**src/rtl/commit_trace_buffer.sv**
```systemverilog
// Commit trace buffer: records retired instructions around a PC trigger, then drains oldest-first.
// Optional macro COMMIT_TRACE_FILTER_EN records only commits that write a non-zero register.
module commit_trace_buffer #(
   parameter int DEPTH = 16,
   parameter int PC_W  = 12,
   parameter int POST  = 4
) (
   input  logic                     clk,
   input  logic                     rst_n,
   input  logic                     commit_valid,
   input  logic [PC_W-1:0]          commit_pc,
   input  logic [31:0]              commit_insn,
   input  logic                     commit_we,
   input  logic [4:0]               commit_rd,
   input  logic [31:0]              commit_wdata,
   input  logic                     arm,
   input  logic                     clear,
   input  logic                     stop_mode,
   input  logic                     trig_en,
   input  logic [PC_W-1:0]          trig_pc,
   output logic                     rd_valid,
   input  logic                     rd_ready,
   output logic [PC_W-1:0]          rd_pc,
   output logic [31:0]              rd_insn,
   output logic                     rd_we,
   output logic [4:0]               rd_rd,
   output logic [31:0]              rd_wdata,
   output logic [$clog2(DEPTH):0]   count,
   output logic                     triggered,
   output logic                     overflow,
   output logic                     busy
);
   // state    | meaning
   // IDLE     | buffer inactive, waiting for arm
   // CAPTURE  | recording commits, watching for the trigger PC
   // POSTTRIG | trigger seen, recording the remaining post-trigger commits
   // DONE     | capture finished, entries drained oldest-first
   localparam int AW = $clog2(DEPTH);
   localparam int CW = AW + 1;
   localparam logic [CW-1:0] FULL   = CW'(DEPTH);
   localparam logic [CW-1:0] POST_N = CW'(POST);

   typedef enum logic [1:0] {IDLE, CAPTURE, POSTTRIG, DONE} state_t;

   typedef struct packed {
      logic [PC_W-1:0] pc;
      logic [31:0]     insn;
      logic            we;
      logic [4:0]      rd;
      logic [31:0]     wdata;
   } entry_t;

   state_t          state;
   logic [AW-1:0]   wr_ptr;
   logic [AW-1:0]   rd_ptr;
   logic [CW-1:0]   post_left;
   logic            qualify;
   logic            capturing;
   logic            full;
   logic            hit;
   logic            wr_en;
   entry_t          mem [DEPTH];
   entry_t          head;

`ifdef COMMIT_TRACE_FILTER_EN
   assign qualify = commit_valid && commit_we && (commit_rd != 5'd0);
`else
   assign qualify = commit_valid;
`endif

   assign capturing = (state == CAPTURE) || (state == POSTTRIG);
   assign full      = (count == FULL);
   assign hit       = trig_en && (commit_pc == trig_pc);
   // in stop mode a full buffer never accepts a write, even if stop_mode was raised late
   assign wr_en     = !clear && capturing && qualify && !(stop_mode && full);

   always_ff @(posedge clk or negedge rst_n) begin
      if (!rst_n) begin
         state     <= IDLE;
         wr_ptr    <= '0;
         count     <= '0;
         post_left <= '0;
         triggered <= 1'b0;
         overflow  <= 1'b0;
      end else if (clear) begin
         state     <= IDLE;
         count     <= '0;
         triggered <= 1'b0;
         overflow  <= 1'b0;
      end else begin
         case (state)
            IDLE: begin
               if (arm) begin
                  state     <= CAPTURE;
                  count     <= '0;
                  triggered <= 1'b0;
                  overflow  <= 1'b0;
               end
            end
            CAPTURE, POSTTRIG: begin
               if (stop_mode && full) begin
                  state <= DONE;
               end else if (wr_en) begin
                  wr_ptr <= wr_ptr + AW'(1);
                  if (!full) count <= count + CW'(1);
                  else overflow <= 1'b1;
                  if (state == CAPTURE && hit) triggered <= 1'b1;
                  if (state == POSTTRIG) post_left <= post_left - CW'(1);
                  if (stop_mode && count == FULL - CW'(1)) begin
                     state <= DONE;
                  end else if (state == CAPTURE && hit) begin
                     post_left <= POST_N;
                     state     <= (POST == 0) ? DONE : POSTTRIG;
                  end else if (state == POSTTRIG && post_left == CW'(1)) begin
                     state <= DONE;
                  end
               end
            end
            DONE: begin
               if (count != '0 && rd_ready) begin
                  count <= count - CW'(1);
                  if (count == CW'(1)) state <= IDLE;
               end
            end
            default: state <= IDLE;
         endcase
      end
   end

   always_ff @(posedge clk) begin
      if (wr_en) mem[wr_ptr] <= '{commit_pc, commit_insn, commit_we, commit_rd, commit_wdata};
   end

   // oldest entry sits count slots behind the write pointer; count==DEPTH aliases to wr_ptr
   assign rd_ptr   = wr_ptr - count[AW-1:0];
   assign head     = mem[rd_ptr];
   assign rd_valid = (state == DONE) && (count != '0);
   assign rd_pc    = head.pc;
   assign rd_insn  = head.insn;
   assign rd_we    = head.we;
   assign rd_rd    = head.rd;
   assign rd_wdata = head.wdata;
   assign busy     = capturing;

endmodule

```
**config.mk**
```make
export PLATFORM = sky130hd
export DESIGN_NAME = commit_trace_buffer
export DESIGN_NICKNAME = d
export VERILOG_FILES = /design/src/rtl/commit_trace_buffer.sv
export SDC_FILE = /design/constraint.sdc
export NUM_CORES = 1
export LEC_CHECK = 0
export CAP_MARGIN = 10
export CELL_PAD_IN_SITES_DETAIL_PLACEMENT = 1
export CELL_PAD_IN_SITES_GLOBAL_PLACEMENT = 2
export CORE_MARGIN = 10
export CORE_UTILIZATION = 46
export CTS_BUF_LIST = sky130_fd_sc_hd__clkbuf_4
export CTS_CLUSTER_DIAMETER = 200
export DETAILED_ROUTE_END_ITERATION = 10
export PLACE_DENSITY = 0.8
export SKIP_LAST_GASP = 1
export SLEW_MARGIN = 30
export SYNTH_ARGS = -nofsm -noshare
export SYNTH_HDL_FRONTEND = slang
export SYNTH_SLANG_ARGS = --single-unit
```
**constraint.sdc**
```tcl
create_clock -name clk -period 8.5 [get_ports clk]
set_input_delay 1.7 -clock clk [delete_from_list [all_inputs] [get_ports clk]]
set_output_delay 1.7 -clock clk [all_outputs]
set_load 0.01 [all_outputs]
```
==> reports/results.tsv, run 1 <==
stage	metric	value	unit
status	status	finished clean	
clock_network	clock buffer depth	4	
critical_path	Worst R2R Setup Slack	4.54	ns
global_routing	GRT Resource Usage Total	19.4	%
sta	crit share post-route	81.4	%
critical_path	CP max FO	38	
detailed_routing	first drt pass iteration count	5	
power_and_ir_drop	Sw Ratio	34.4	%
clock_network	later-pin clock latency in the skew report	1.22	ns
place	port buffer count	192	
power_and_ir_drop	Pint	15.7	mW
layout	fill cell count	9743	
global_routing	vias in the first global route	27900	
yosys	Warnings, synthesis	0	
sta	Worst-Margin Slew	0.962	ns
yosys	largest family of logic cells by synthesized area	multiplexers	
clock_network	CTS H-tree lvls	5	
yosys	post-synthesis compound-gate area fraction	0.499	%
sta	relative slew slack	35.7	%
layout	most frequent cells in the layout	1,312 x edfxtp_1, 487 x clkbuf_4, 328 x mux4_2, 250 x mux2i_1, 191 x clkdlybuf4s50_1	
sta	RSZ-0062 raised after global routing	false	
yosys	ys flop type	edfxtp_1	
yosys	Synth Area in Adders	0.501	%
floorplan	Ports	193	
sta	Clock Skew	0.155	ns
power_and_ir_drop	peak supply drop	0.000780	V
yosys	Post-Syn Area	51400	sq um
sta	Setup violations, final	0	
floorplan	initial core utilization	46.4	%
detailed_routing	DRT iter0 DRCs	2158	
sta	final hold violations	0	
layout	Sequential Area	39800	sq um
layout	fin util	54.0	%
yosys	Post-Synthesis Cells	2180	
detailed_routing	Wirelength per Cell	27.5	um
yosys	Synth Register Bits	1330	
critical_path	Worst EP required	6.80	ns
yosys	asr flop ratio synth	1.35	%
yosys	Post-synth EDFFs	1312	
place	DP Wirelength	62300	um
critical_path	crit start category	register	
floorplan	die area	126000	sq um
clock_network	Post-CTS Setup Bufs	0	
global_routing	grt ovf	0	
yosys	sequential element share of the synthesized area	77.5	%
global_routing	first-pass GRT wire length	181000	um
job	max-cap violations	0	
hold_path	Hold Path Class	in -> async	
power_and_ir_drop	Clock power frac	22.1	%
clock_network	CTS Sinks	1330	
yosys	Simple-Gate Fraction of Synth Area	0.701	%
floorplan	Die W	354	um
critical_path	end of the worst register-to-register path	mem[6][58]$_DFFE_PP_	
place	pre-CTS WS	2.71	ns
yosys	post-synthesis xor/xnor area fraction	0.338	%
layout	Nets	2791	
place	Placed Cells	3798	
yosys	mux contribution to synthesized area	19.3	%
global_routing	largest net degree at the start of global routing	93	
clock_network	hold buffers post-CTS	0	
floorplan	Die Ht	354	um
layout	share of layout cells above drive strength 1	31.4	%
layout	multi-input logic area	11200	sq um
floorplan	core box area	111000	sq um
detailed_routing	DRC	0	
critical_path	R2R cell count	8	
yosys	Post-Syn Nets	2302	
sta	final worst slack	1.58	ns
critical_path	crit path DAT	5.22	ns
global_routing	initial antenna violation count	13	
detailed_routing	Via Count	24700	
sta	Fin Setup TNS	0	ns
critical_path	RR Startpoint	count[1]$_DFFE_PN0P_	
layout	commonest non-fill, non-tap cell in the layout	edfxtp_1	
detailed_routing	DR vias/cell	5.59	
critical_path	CP Capture Type	primary output	
clock_network	post_cts resized	0	
power_and_ir_drop	P_sw	8.20	mW
yosys	syn avg cell area	23.6	sq um
power_and_ir_drop	PwrDens	399	nW/um^2
power_and_ir_drop	Seq pwr share	31.6	%
sta	minimum clock period	6.92	ns
clock_network	CTS tree	done	
clock_network	CTS root buf	clkbuf_4	
detailed_routing	antenna violation net count after detailed routing	0	
critical_path	critical setup path kind	reg -> out	
floorplan	Row Count	122	
power_and_ir_drop	Leak Pwr	19.6	nW
detailed_routing	detailed-route wire length	122000	um
clock_network	CTS Buf Count	354	
layout	final std cells w/o fill	4416	
sta	Max Slew Vio Count	0	
place	GP Congestion	0.711	
power_and_ir_drop	combinational share of power	46.3	%
yosys	synth unique cells	46	
sta	fmax	0.145	GHz
layout	area grow syn2layout	16.5	%
sta	Hold Slack	0.427	ns
clock_network	clock-pin transition on the worst setup and hold timing paths	0.07	ns
==> per-stage QoR <==
step / power, mW / cell area, sq um
after floorplan: 14.6 / 51400
after global placement: 18.7 / 55400
after detailed placement: 19.0 / 55500
after CTS: 24.3 / 59800
after global routing: 25.2 / 59900
final: 23.9 / 59900
==> cell families after synthesis <==
kind of cell | Yosys count
fa+ha+maj | 20
compound gates | 36
mux | 582
buf+inv | 121
flops | 1330
simple gates | 72
xor+xnor | 19
==> cells in the mapped netlist (all sizes together) (3+ instances only) <==
| library cell | number | area (sq um) |
|---|---|---|
| buf | 77 | 415 |
| nor3 | 11 | 55.1 |
| nand2b | 4 | 25.0 |
| nand2 | 10 | 37.5 |
| xnor2 | 18 | 165 |
| mux2 | 4 | 45.0 |
| a21oi | 7 | 35.0 |
| mux2i | 250 | 2500 |
| a21o | 4 | 30.0 |
| nor2 | 25 | 93.8 |
| nand3 | 7 | 35.0 |
| dfrtp | 18 | 450 |
| edfxtp | 1312 | 39400 |
| clkbuf | 30 | 113 |
| nor3b | 3 | 22.5 |
| and3 | 3 | 18.8 |
| o21ai | 7 | 35.0 |
| nand4 | 3 | 18.8 |
| a221o | 3 | 30.0 |
| inv | 14 | 52.6 |
| mux4 | 328 | 7390 |
| ha | 19 | 238 |
==> per-layer routing <==
| layer | part of all wire, % | wire (um) | vias up | global-route usage (%) |
|---|---|---|---|---|
| met1 | 41 | 50300 | 13300 | 25.1 |
| met5 | 0.070 | 85 | - | 0 |
| met3 | 6.2 | 7490 | 161 | 4.87 |
| li1 | - | - | 10500 | - |
| met2 | 51 | 61600 | 792 | 32.3 |
| met4 | 1.7 | 2050 | 14 | 6.12 |
==> power by group through the flow <==
| stage | Sequential, mW | Clock, mW | Combinational, mW |
|---|---|---|---|
| detailed placement | 7.68 | 0 | 11.3 |
| CTS | 7.54 | 5.45 | 11.3 |
| finish | 7.54 | 5.28 | 11.1 |
| global route | 7.55 | 5.83 | 11.8 |
| floorplan | 7.65 | 0 | 6.95 |
| global placement | 7.65 | 0 | 11.1 |
==> layout make-up <==
| class | instances | share of cell area, % |
|---|---|---|
| diodes | 6 | 0.0251 |
| well taps | 1488 | 3.11 |
| clock inverters | 122 | 1.00 |
| multi-input cells | 729 | 18.6 |
| flip-flops and latches | 1330 | 66.6 |
| repair buffers | 240 | 4.48 |
| inverters | 14 | 0.0878 |
| clock buffers | 487 | 6.11 |
==> registers in the layout, indices dropped and copies added (netlist names) <==
register,flops
mem,1312
wr_ptr,4
overflow,1
triggered,1
post_left,5
state,2
count,5
==> critical path, stage by stage, from the launching register on <==
cell	delay (ns)
dfrtp_1	0.40
inv_1	0.15
ha_4	0.19
fa_4	0.44
xnor2_2	0.31
buf_4	0.72
buf_4	0.66
mux2i_1	0.17
mux2i_1	0.37
clkdlybuf4s50_1	0.62
==> worst max-delay path by stage <==
stage | start | to | slack, ns | cells past startpoint
2_1_floorplan | clear | mem[4][0]$_DFFE_PP_ | 2.00 | 5
3_3_place_gp | wr_ptr[0]$_DFFE_PN0P_ | rd_wdata[1] | 2.57 | 8
3_5_place_dp | wr_ptr[0]$_DFFE_PN0P_ | rd_insn[28] | 2.71 | 9
4_1_cts | wr_ptr[0]$_DFFE_PN0P_ | rd_insn[28] | 1.41 | 9
5_1_grt | wr_ptr[0]$_DFFE_PN0P_ | rd_insn[28] | 1.28 | 9
6_report | wr_ptr[0]$_DFFE_PN0P_ | rd_insn[28] | 1.58 | 9
No activity file was read; power rests on OpenSTA's default activity.
==> run 2, diff against run 1 <==
Clock period 8.5 ns to 6.57 ns, I/O delays scaled along.
==> run 2 against run 1 <==
  * Worst setup slack got worse by 1.3 ns
  * Worst hold slack got worse by 0.31 ns
  * Cell count fell by 0.57%
  * Count of clock-buffer cells in the layout rose by 3
  * First-iteration DRC count fell by 3.4%
  * Critical endpoint is now rd_wdata[7]
==> reports/results.tsv, run 2 (synthesized netlist as in run 1, its figures left out) <==
stage	metric	value	unit	change
critical_path	R2R cell count	8		unchanged
power_and_ir_drop	Pwr Total	31.1	mW	+30%
floorplan	die area	126000	sq um	unchanged
hold_path	Hold Path Class	in -> async		
power_and_ir_drop	Leak Pwr	19.7	nW	+0.52%
clock_network	hold buffers post-CTS	0		unchanged
layout	Nets	2802		+0.39%
sta	relative slew slack	37.0	%	+1.3 points
sta	Setup violations, final	0		unchanged
floorplan	Die Ht	354	um	unchanged
detailed_routing	antenna violation net count after detailed routing	0		unchanged
clock_network	CTS Buf Count	340		-4.0%
critical_path	Worst EP required	5.26	ns	-1.54 ns
global_routing	initial antenna violation count	14		+1
sta	Fin Setup TNS	0	ns	unchanged
layout	commonest non-fill, non-tap cell in the layout	edfxtp_1		
global_routing	vias in the first global route	27700		-0.50%
detailed_routing	Via Count	25000		+1.2%
layout	Sequential Area	39800	sq um	unchanged
clock_network	later-pin clock latency in the skew report	1.22	ns	about the same
clock_network	CTS H-tree lvls	5		unchanged
floorplan	Row Count	122		unchanged
critical_path	CP max FO	56		+47%
clock_network	CTS tree	done		
layout	Largest regs	mem (1312), count (5), post_left (5)		
layout	area grow syn2layout	16.6	%	
critical_path	Worst R2R Setup Slack	2.85	ns	-1.69 ns
layout	max reg flops	1312		unchanged
detailed_routing	DRT iter0 DRCs	2084		-3.4%
layout	fill cell count	9750		+0.072%
sta	Worst-Margin Slew	0.942	ns	-0.0200 ns
clock_network	clock buffer depth	4		unchanged
place	port buffer count	192		unchanged
clock_network	CTS root buf	clkbuf_4		
sta	final hold violations	0		unchanged
critical_path	RR Startpoint	count[0]$_DFFE_PN0P_		
power_and_ir_drop	PwrDens	519	nW/um^2	+30%
place	DP Wirelength	66300	um	+6.4%
detailed_routing	detailed-route wire length	124000	um	+1.9%
global_routing	grt ovf	0		unchanged
power_and_ir_drop	peak supply drop	0.000646	V	-17%
floorplan	core box area	111000	sq um	unchanged
sta	RSZ-0062 raised after global routing	false		
clock_network	post_cts resized	0		unchanged
critical_path	CP Capture Type	primary output		
floorplan	Die W	354	um	unchanged
sta	fmax	0.158	GHz	
critical_path	crit start category	register		
job	max-cap violations	0		unchanged
critical_path	critical setup path kind	reg -> out		
sta	crit share post-route	96.2	%	
status	status	finished clean		
detailed_routing	DR vias/cell	5.69		+1.7%
critical_path	end of the worst register-to-register path	mem[10][20]$_DFFE_PP_		
sta	Clock Skew	0.0968	ns	-0.0579 ns
global_routing	first-pass GRT wire length	182000	um	+0.53%
floorplan	Ports	193		unchanged
layout	multi-input logic area	11200	sq um	unchanged
layout	most frequent cells in the layout	1,312 x edfxtp_1, 490 x clkbuf_4, 328 x mux4_2, 250 x mux2i_1, 191 x clkdlybuf4s50_1		
floorplan	initial core utilization	46.4	%	unchanged
clock_network	CTS Sinks	1330		unchanged
detailed_routing	DRC	0		unchanged
layout	share of layout cells above drive strength 1	32.6	%	+1.2 points
sta	Max Slew Vio Count	0		unchanged
place	GP Congestion	0.732		+3.0%
layout	Top reg by flops	mem		
detailed_routing	Wirelength per Cell	28.2	um	+2.4%
critical_path	crit path DAT	5.01	ns	-0.21 ns
clock_network	clock-pin transition on the worst setup and hold timing paths	0.08	ns	about the same
detailed_routing	first drt pass iteration count	6		+1
sta	minimum clock period	6.32	ns	
global_routing	GRT Resource Usage Total	19.6	%	+0.15 points
global_routing	largest net degree at the start of global routing	85		-8.6%
run 2: routing by layer:
| layer | global-route usage (%) | up-vias | routed length [um] |
|---|---|---|---|
| met5 | 0 | - | 130 |
| met4 | 5.89 | 20 | 2090 |
| met1 | 25.6 | 13500 | 51200 |
| met3 | 4.99 | 168 | 8010 |
| li1 | - | 10400 | - |
| met2 | 32.3 | 867 | 62400 |
run 2: stage by stage:
step | worst slack, ns | cell area, sq um | hold slack [ns] | util (%) | cells
floorplan | 0.455 | 51400 | 0.512 | - | 2180
global placement | 1.41 | 55800 | 0.483 | 50.3 | 3821
detailed placement | 1.38 | 55800 | 0.490 | 50.4 | 3824
CTS | 0.0756 | 59900 | 0.518 | 54.1 | 4385
global route | 0.0952 | 60000 | 0.0796 | 54.1 | 4390
finish | 0.247 | 60000 | 0.119 | 54.1 | 4391
run 2: cell type report:
cell class,count,share of cell area (%)
Multi-Input combinational cell,729,18.6
Clock inverter,71,0.703
Timing Repair Buffer,265,4.90
Sequential cell,1330,66.4
Inverter,14,0.0876
Clock buffer,490,6.13
Antenna cell,4,0.0167
Tap cell,1488,3.10
run 2: worst max-delay path: stages (launching register included):
cell and delay, ns:
dfrtp_1 0.41, inv_1 0.15, ha_4 0.20, fa_4 1.13, buf_12 0.37, mux4_2 0.27
mux2i_1 0.07, mux2i_1 0.58, clkdlybuf4s50_1 0.68
run 2: worst max-delay path by stage:
stage | from | to | slack, ns | cells past startpoint
floorplan | clear | mem[4][0]$_DFFE_PP_ | 0.46 | 5
global placement | wr_ptr[0]$_DFFE_PN0P_ | rd_wdata[7] | 1.41 | 8
detailed placement | wr_ptr[0]$_DFFE_PN0P_ | rd_wdata[7] | 1.38 | 8
CTS | wr_ptr[0]$_DFFE_PN0P_ | rd_wdata[7] | 0.08 | 8
global route | wr_ptr[0]$_DFFE_PN0P_ | rd_wdata[7] | 0.1 | 8
finish | wr_ptr[0]$_DFFE_PN0P_ | rd_wdata[7] | 0.25 | 8
run 2: report_power, final:
part / internal [mW] / total (mW) / leakage (nW) / switching [mW]
logic: 7.22 / 14.6 / 5.23 / 7.42
registers: 9.63 / 9.75 / 12.0 / 0.121
clock network: 3.60 / 6.77 / 2.47 / 3.17
total: 20.4 / 31.1 / 19.7 / 10.7
run 2: what timing repair did:
action                                  in CTS  in global routing
endpoints found under the setup margin       0                  1
setup buffers                                0                  1
endpoints found under the hold margin        0                  0
